<file path="config.mk">
export PLATFORM = sky130hd
export DESIGN_NAME = gpio_wr_arbiter
export DESIGN_NICKNAME = d
export VERILOG_FILES = /design/src/rtl/gpio_wr_arbiter.sv
export SDC_FILE = /design/constraint.sdc
export NUM_CORES = 1
export LEC_CHECK = 0
export ABC_AREA = 0
export BUFFER_PORTS_ARGS = -buffer_cell sky130_fd_sc_hd__clkbuf_2
export CAP_MARGIN = 10
export CELL_PAD_IN_SITES_DETAIL_PLACEMENT = 1
export CELL_PAD_IN_SITES_GLOBAL_PLACEMENT = 2
export CORE_MARGIN = 1.5
export CORE_UTILIZATION = 23
export DETAILED_ROUTE_END_ITERATION = 8
export PLACE_DENSITY = 0.7
export SLEW_MARGIN = 20
export SYNTH_ARGS = -nofsm -noshare
export SYNTH_HDL_FRONTEND = slang
export SYNTH_SLANG_ARGS = --single-unit
</file>
<file path="constraint.sdc">
create_clock -name clk -period 2.25 [get_ports clk]
set_input_delay 0 -clock clk [delete_from_list [all_inputs] [get_ports clk]]
set_output_delay 0 -clock clk [all_outputs]
set_load 0.005 [all_outputs]
</file>
<file path="src/rtl/gpio_wr_arbiter.sv">
// Round-robin arbiter for the shared 8-bit GPIO write port.
// A watchdog writes SAFE_VALUE after TIMEOUT cycles with no write.
module gpio_wr_arbiter #(
  parameter int unsigned TIMEOUT    = 50000,
  parameter logic [7:0]  SAFE_VALUE = 8'h00
) (
  input  logic        clk,
  input  logic        rst_n,
  input  logic        req0_valid,
  input  logic [7:0]  req0_data,
  output logic        req0_ready,
  input  logic        req1_valid,
  input  logic [7:0]  req1_data,
  output logic        req1_ready,
  output logic        gpio_wen,
  output logic [31:0] gpio_wdata,
  output logic        wd_fire,
  output logic [1:0]  last_src
);

  localparam bit          WD_EN = (TIMEOUT != 0);
  localparam logic [31:0] TERM  = TIMEOUT - 32'd1;

  localparam logic [1:0] SRC_REQ0 = 2'b01;
  localparam logic [1:0] SRC_REQ1 = 2'b10;
  localparam logic [1:0] SRC_WD   = 2'b11;

  logic        ptr_q, ptr_d;
  logic [31:0] cnt_q, cnt_d;
  logic        wen_q, wen_d;
  logic [7:0]  data_q, data_d;
  logic        fire_q, fire_d;
  logic [1:0]  src_q, src_d;

  logic gnt0, gnt1, acc, fire;

  always_comb begin
    gnt0 = 1'b0;
    gnt1 = 1'b0;
    if (req0_valid && req1_valid) begin
      gnt0 = ~ptr_q;
      gnt1 = ptr_q;
    end else begin
      gnt0 = req0_valid;
      gnt1 = req1_valid;
    end
  end

  assign req0_ready = gnt0;
  assign req1_ready = gnt1;
  assign acc        = gnt0 | gnt1;

  // A requester write in the terminal-count cycle suppresses the watchdog.
  assign fire = WD_EN && !acc && (cnt_q == TERM);

  always_comb begin
    ptr_d  = ptr_q;
    cnt_d  = cnt_q + 32'd1;
    wen_d  = acc | fire;
    fire_d = fire;
    data_d = data_q;
    src_d  = src_q;
    if (!WD_EN || acc || fire) begin
      cnt_d = '0;
    end
    unique case (1'b1)
      gnt0: begin
        ptr_d  = 1'b1;
        data_d = req0_data;
        src_d  = SRC_REQ0;
      end
      gnt1: begin
        ptr_d  = 1'b0;
        data_d = req1_data;
        src_d  = SRC_REQ1;
      end
      fire: begin
        data_d = SAFE_VALUE;
        src_d  = SRC_WD;
      end
      default: ;
    endcase
  end

  always_ff @(posedge clk or negedge rst_n) begin
    if (!rst_n) begin
      ptr_q  <= 1'b0;
      cnt_q  <= '0;
      wen_q  <= 1'b0;
      data_q <= '0;
      fire_q <= 1'b0;
      src_q  <= '0;
    end else begin
      ptr_q  <= ptr_d;
      cnt_q  <= cnt_d;
      wen_q  <= wen_d;
      data_q <= data_d;
      fire_q <= fire_d;
      src_q  <= src_d;
    end
  end

  assign gpio_wen   = wen_q;
  assign gpio_wdata = {24'b0, data_q};
  assign wd_fire    = fire_q;
  assign last_src   = src_q;

endmodule
</file>
==> impl_metrics.env <==
export IMPL_cpMaxStageDelayCell="or4_4"
export IMPL_synth_cell_type_count=34
export IMPL_ctsLongestPathBuffers=2
export IMPL_cts_max_level=2
export IMPL_io_buffers=33
export IMPL_worst_path_max_fanout=18
export IMPL_antenna_found_initial=0
export IMPL_dp_slack_ps=149
export IMPL_cp_end_kind="register"
export IMPL_drcViolationCount=0
export IMPL_start_util_pct=24.0
export IMPL_grt_usage_pct=11.7
export IMPL_place_inst=419
export IMPL_synth_warnings=0
export IMPL_cts_tree="done"
export IMPL_drive_gt1_share_pct=18.8
export IMPL_num_vias=2055
export IMPL_grt_pass1_vias=2123
export IMPL_crit_buf_inv=1
export IMPL_dpl_cell_area_um2=2710
export IMPL_area_growth_pct=27.4
export IMPL_grt_first_pass_wirelength_mm=10.5
export IMPL_wl_per_cell_um=13.8
export IMPL_finalCritPeriodShare_pct=92.7
export IMPL_netlist_area_um2=2380
export IMPL_syn_instance_count=251
export IMPL_tns_ps=0
export IMPL_post_cts_buffers=0
export IMPL_dr_pass1_iters=4
export IMPL_drv_slew=0
export IMPL_cts_buffers=5
export IMPL_p_total_w=0.00167
export IMPL_postSynth_asyncResetShare_pct=100
export IMPL_synth_top_cell_area_share_pct=47.3
export IMPL_cts_sinks=45
export IMPL_path_class="reg2reg"
export IMPL_cp_arrival_ps=2310
export IMPL_ir_worst_vdd_mv=0.229
export IMPL_ant_nets=0
export IMPL_synth_most_common_cell="dfrtp_1"
export IMPL_powerDensity_nw_per_um2=551
export IMPL_slowest_delay_ps=560
export IMPL_final_setup_viol_count=0
export IMPL_fill_cells=1179
export IMPL_startpoint_type="register"
export IMPL_ys_ff_latch=45
export IMPL_dpl_hpwl_mm=4.14
export IMPL_coreArea_um2=9910
export IMPL_max_freq_mhz=479
export IMPL_grt_max_degree=34
export IMPL_grt_ovfl_total=0
export IMPL_die_width_um=105
export IMPL_root_buffer="clkbuf_8"
export IMPL_antenna_cells=0
export IMPL_slew_headroom_pct=45.4
export IMPL_crit_chain="ha_1, nand3_1, or4_4, buf_12, or4_1, a21oi_1"
export IMPL_std_cell_rows=36
export IMPL_tightest_slew_ps=817
export IMPL_ys_seq_area_share_pct=47.3
export IMPL_skew_ps=8.54
export IMPL_clk_insertion_delay_late_ps=300
export IMPL_final_cell_area_um2=3030
export IMPL_synthTopCellsByArea="dfrtp_1 (47%), buf_4 (7.6%), a21oi_1 (3.8%)"
export IMPL_rsz0062_at_grt="no"
export IMPL_avgViaCountPerCell=4.60
export IMPL_cap_violations=0
export IMPL_synthTopCellsByCount="dfrtp_1 (45), buf_4 (24), a21oi_1 (18)"
export IMPL_drt_initial_drc_count=88
export IMPL_synth_top_flop_cell="dfrtp_1"
export IMPL_dieHeight_um=105
export IMPL_die_area_um2=11000
export IMPL_instances_no_fill=447
export IMPL_nets=334
export IMPL_hold_viol_final=0
export IMPL_p_leak_nw=1.28
export IMPL_synth_avg_cell_area_um2=9.49
export IMPL_gp_congestion=0.727
export IMPL_period_minus_slack_ps=2090
export IMPL_synth_edff_count=0
export IMPL_wirelength_mm=6.17
export IMPL_synth_largest_area_cell="dfrtp_1"
export IMPL_worst_slack_ps=163
export IMPL_cts_reportedPaths_clkPinSlew_ps=80
export IMPL_status="complete, no violations"
export IMPL_hold_class="in2async"
export IMPL_io_pins=58
export IMPL_cp_required_ps=2480
export IMPL_path_delay_family="simple AND/OR/NAND/NOR gates"
registers in the layout, indices dropped and copies added, names as in the netlist:
name,cells
wd_fire,1
data_q,8
ptr_q,1
cnt_q,32
last_src,2
gpio_wen,1
what timing repair did:
item | in CTS | in global routing
gates resized for setup | 0 | 1
hold buffers | 20 | 0
hold endpoints to repair | 56 | 0
endpoints found under the setup margin | 0 | 1
placed cells by master (no fill, tap or decap), types with 2 or more instances in the layout:
cell type       n
nor4_1          6
buf_12          2
xnor2_1         6
or4b_1          2
clkbuf_8        6
a21oi_1        18
clkbuf_2       33
and2_1          2
nand4_1         8
o31ai_1        11
o21ai_0        15
nand2_1        11
and4_1          5
a22oi_1         8
dlygate4sd3_1  20
xor2_1          6
and3_1          3
conb_1         24
inv_1          11
dfrtp_1        45
or3_1           6
or4_1          11
buf_4          13
nor4b_1         2
nor2_1         17
nand3_1        10
where the power goes:
| part | internal (W) | leakage, nW | switching [W] |
|---|---|---|---|
| clock network | 0.000362 | 0.0585 | 0.000281 |
| registers | 0.000835 | 0.602 | 0.0000147 |
| logic | 0.0000869 | 0.622 | 0.0000914 |
layer usage:
layer	wire (um)	GRT usage, %
met1	2840	14.7
met2	3070	20.3
met3	186	2.31
met4	72	3.52
met5	0	0
stage by stage:
stage	util, %	hold WS, ps
floorplan	-	-296
global placement	27.4	-74.2
detailed placement	27.4	-77.4
CTS	30.6	141
global route	30.6	170
finish	30.6	138
logic make-up (layout without fill, tap and decap cells):
kind of cell | Yosys count | count (layout) | share of synthesized area, %
and+or+nand+nor | 88 | 88 | 21.7
AOI/OAI and AO/OA | 57 | 57 | 14.6
DFF | 45 | 45 | 47.3
buffers and inverters | 47 | 87 | 11.3
xor gates and xnor gates | 12 | 12 | 4.41
other | 1 | 24 | 0.157
adders and majority gates | 1 | 1 | 0.525
path summary, 6_finish.rpt:
path                            startpoint   endpoint  slack (ps)  depth (start not counted)
worst max-delay path              cnt_q[0]  cnt_q[28]         160                          6
worst min-delay path                 rst_n  data_q[3]         140                          2
worst max register to register    cnt_q[0]  cnt_q[28]         160                          6
worst min register to register    cnt_q[0]   cnt_q[0]         480                          1
max in group asynchronous            rst_n  cnt_q[20]        1540                          3
min in group clk                  cnt_q[0]   cnt_q[0]         480                          1
area by class of cell:
| class | instances | area, um2 | share of cell area [%] |
|---|---|---|---|
| clock buffer | 7 | 86.3 | 2.85 |
| sequential | 45 | 1130 | 37.1 |
| inverter | 11 | 41.3 | 1.36 |
| timing repair buffer | 68 | 503 | 16.6 |
| clock inverter | 1 | 30.0 | 0.990 |
| tap | 133 | 166 | 5.49 |
| multi-input combinational | 182 | 1080 | 35.6 |
Power figures use the tool's default switching activity.
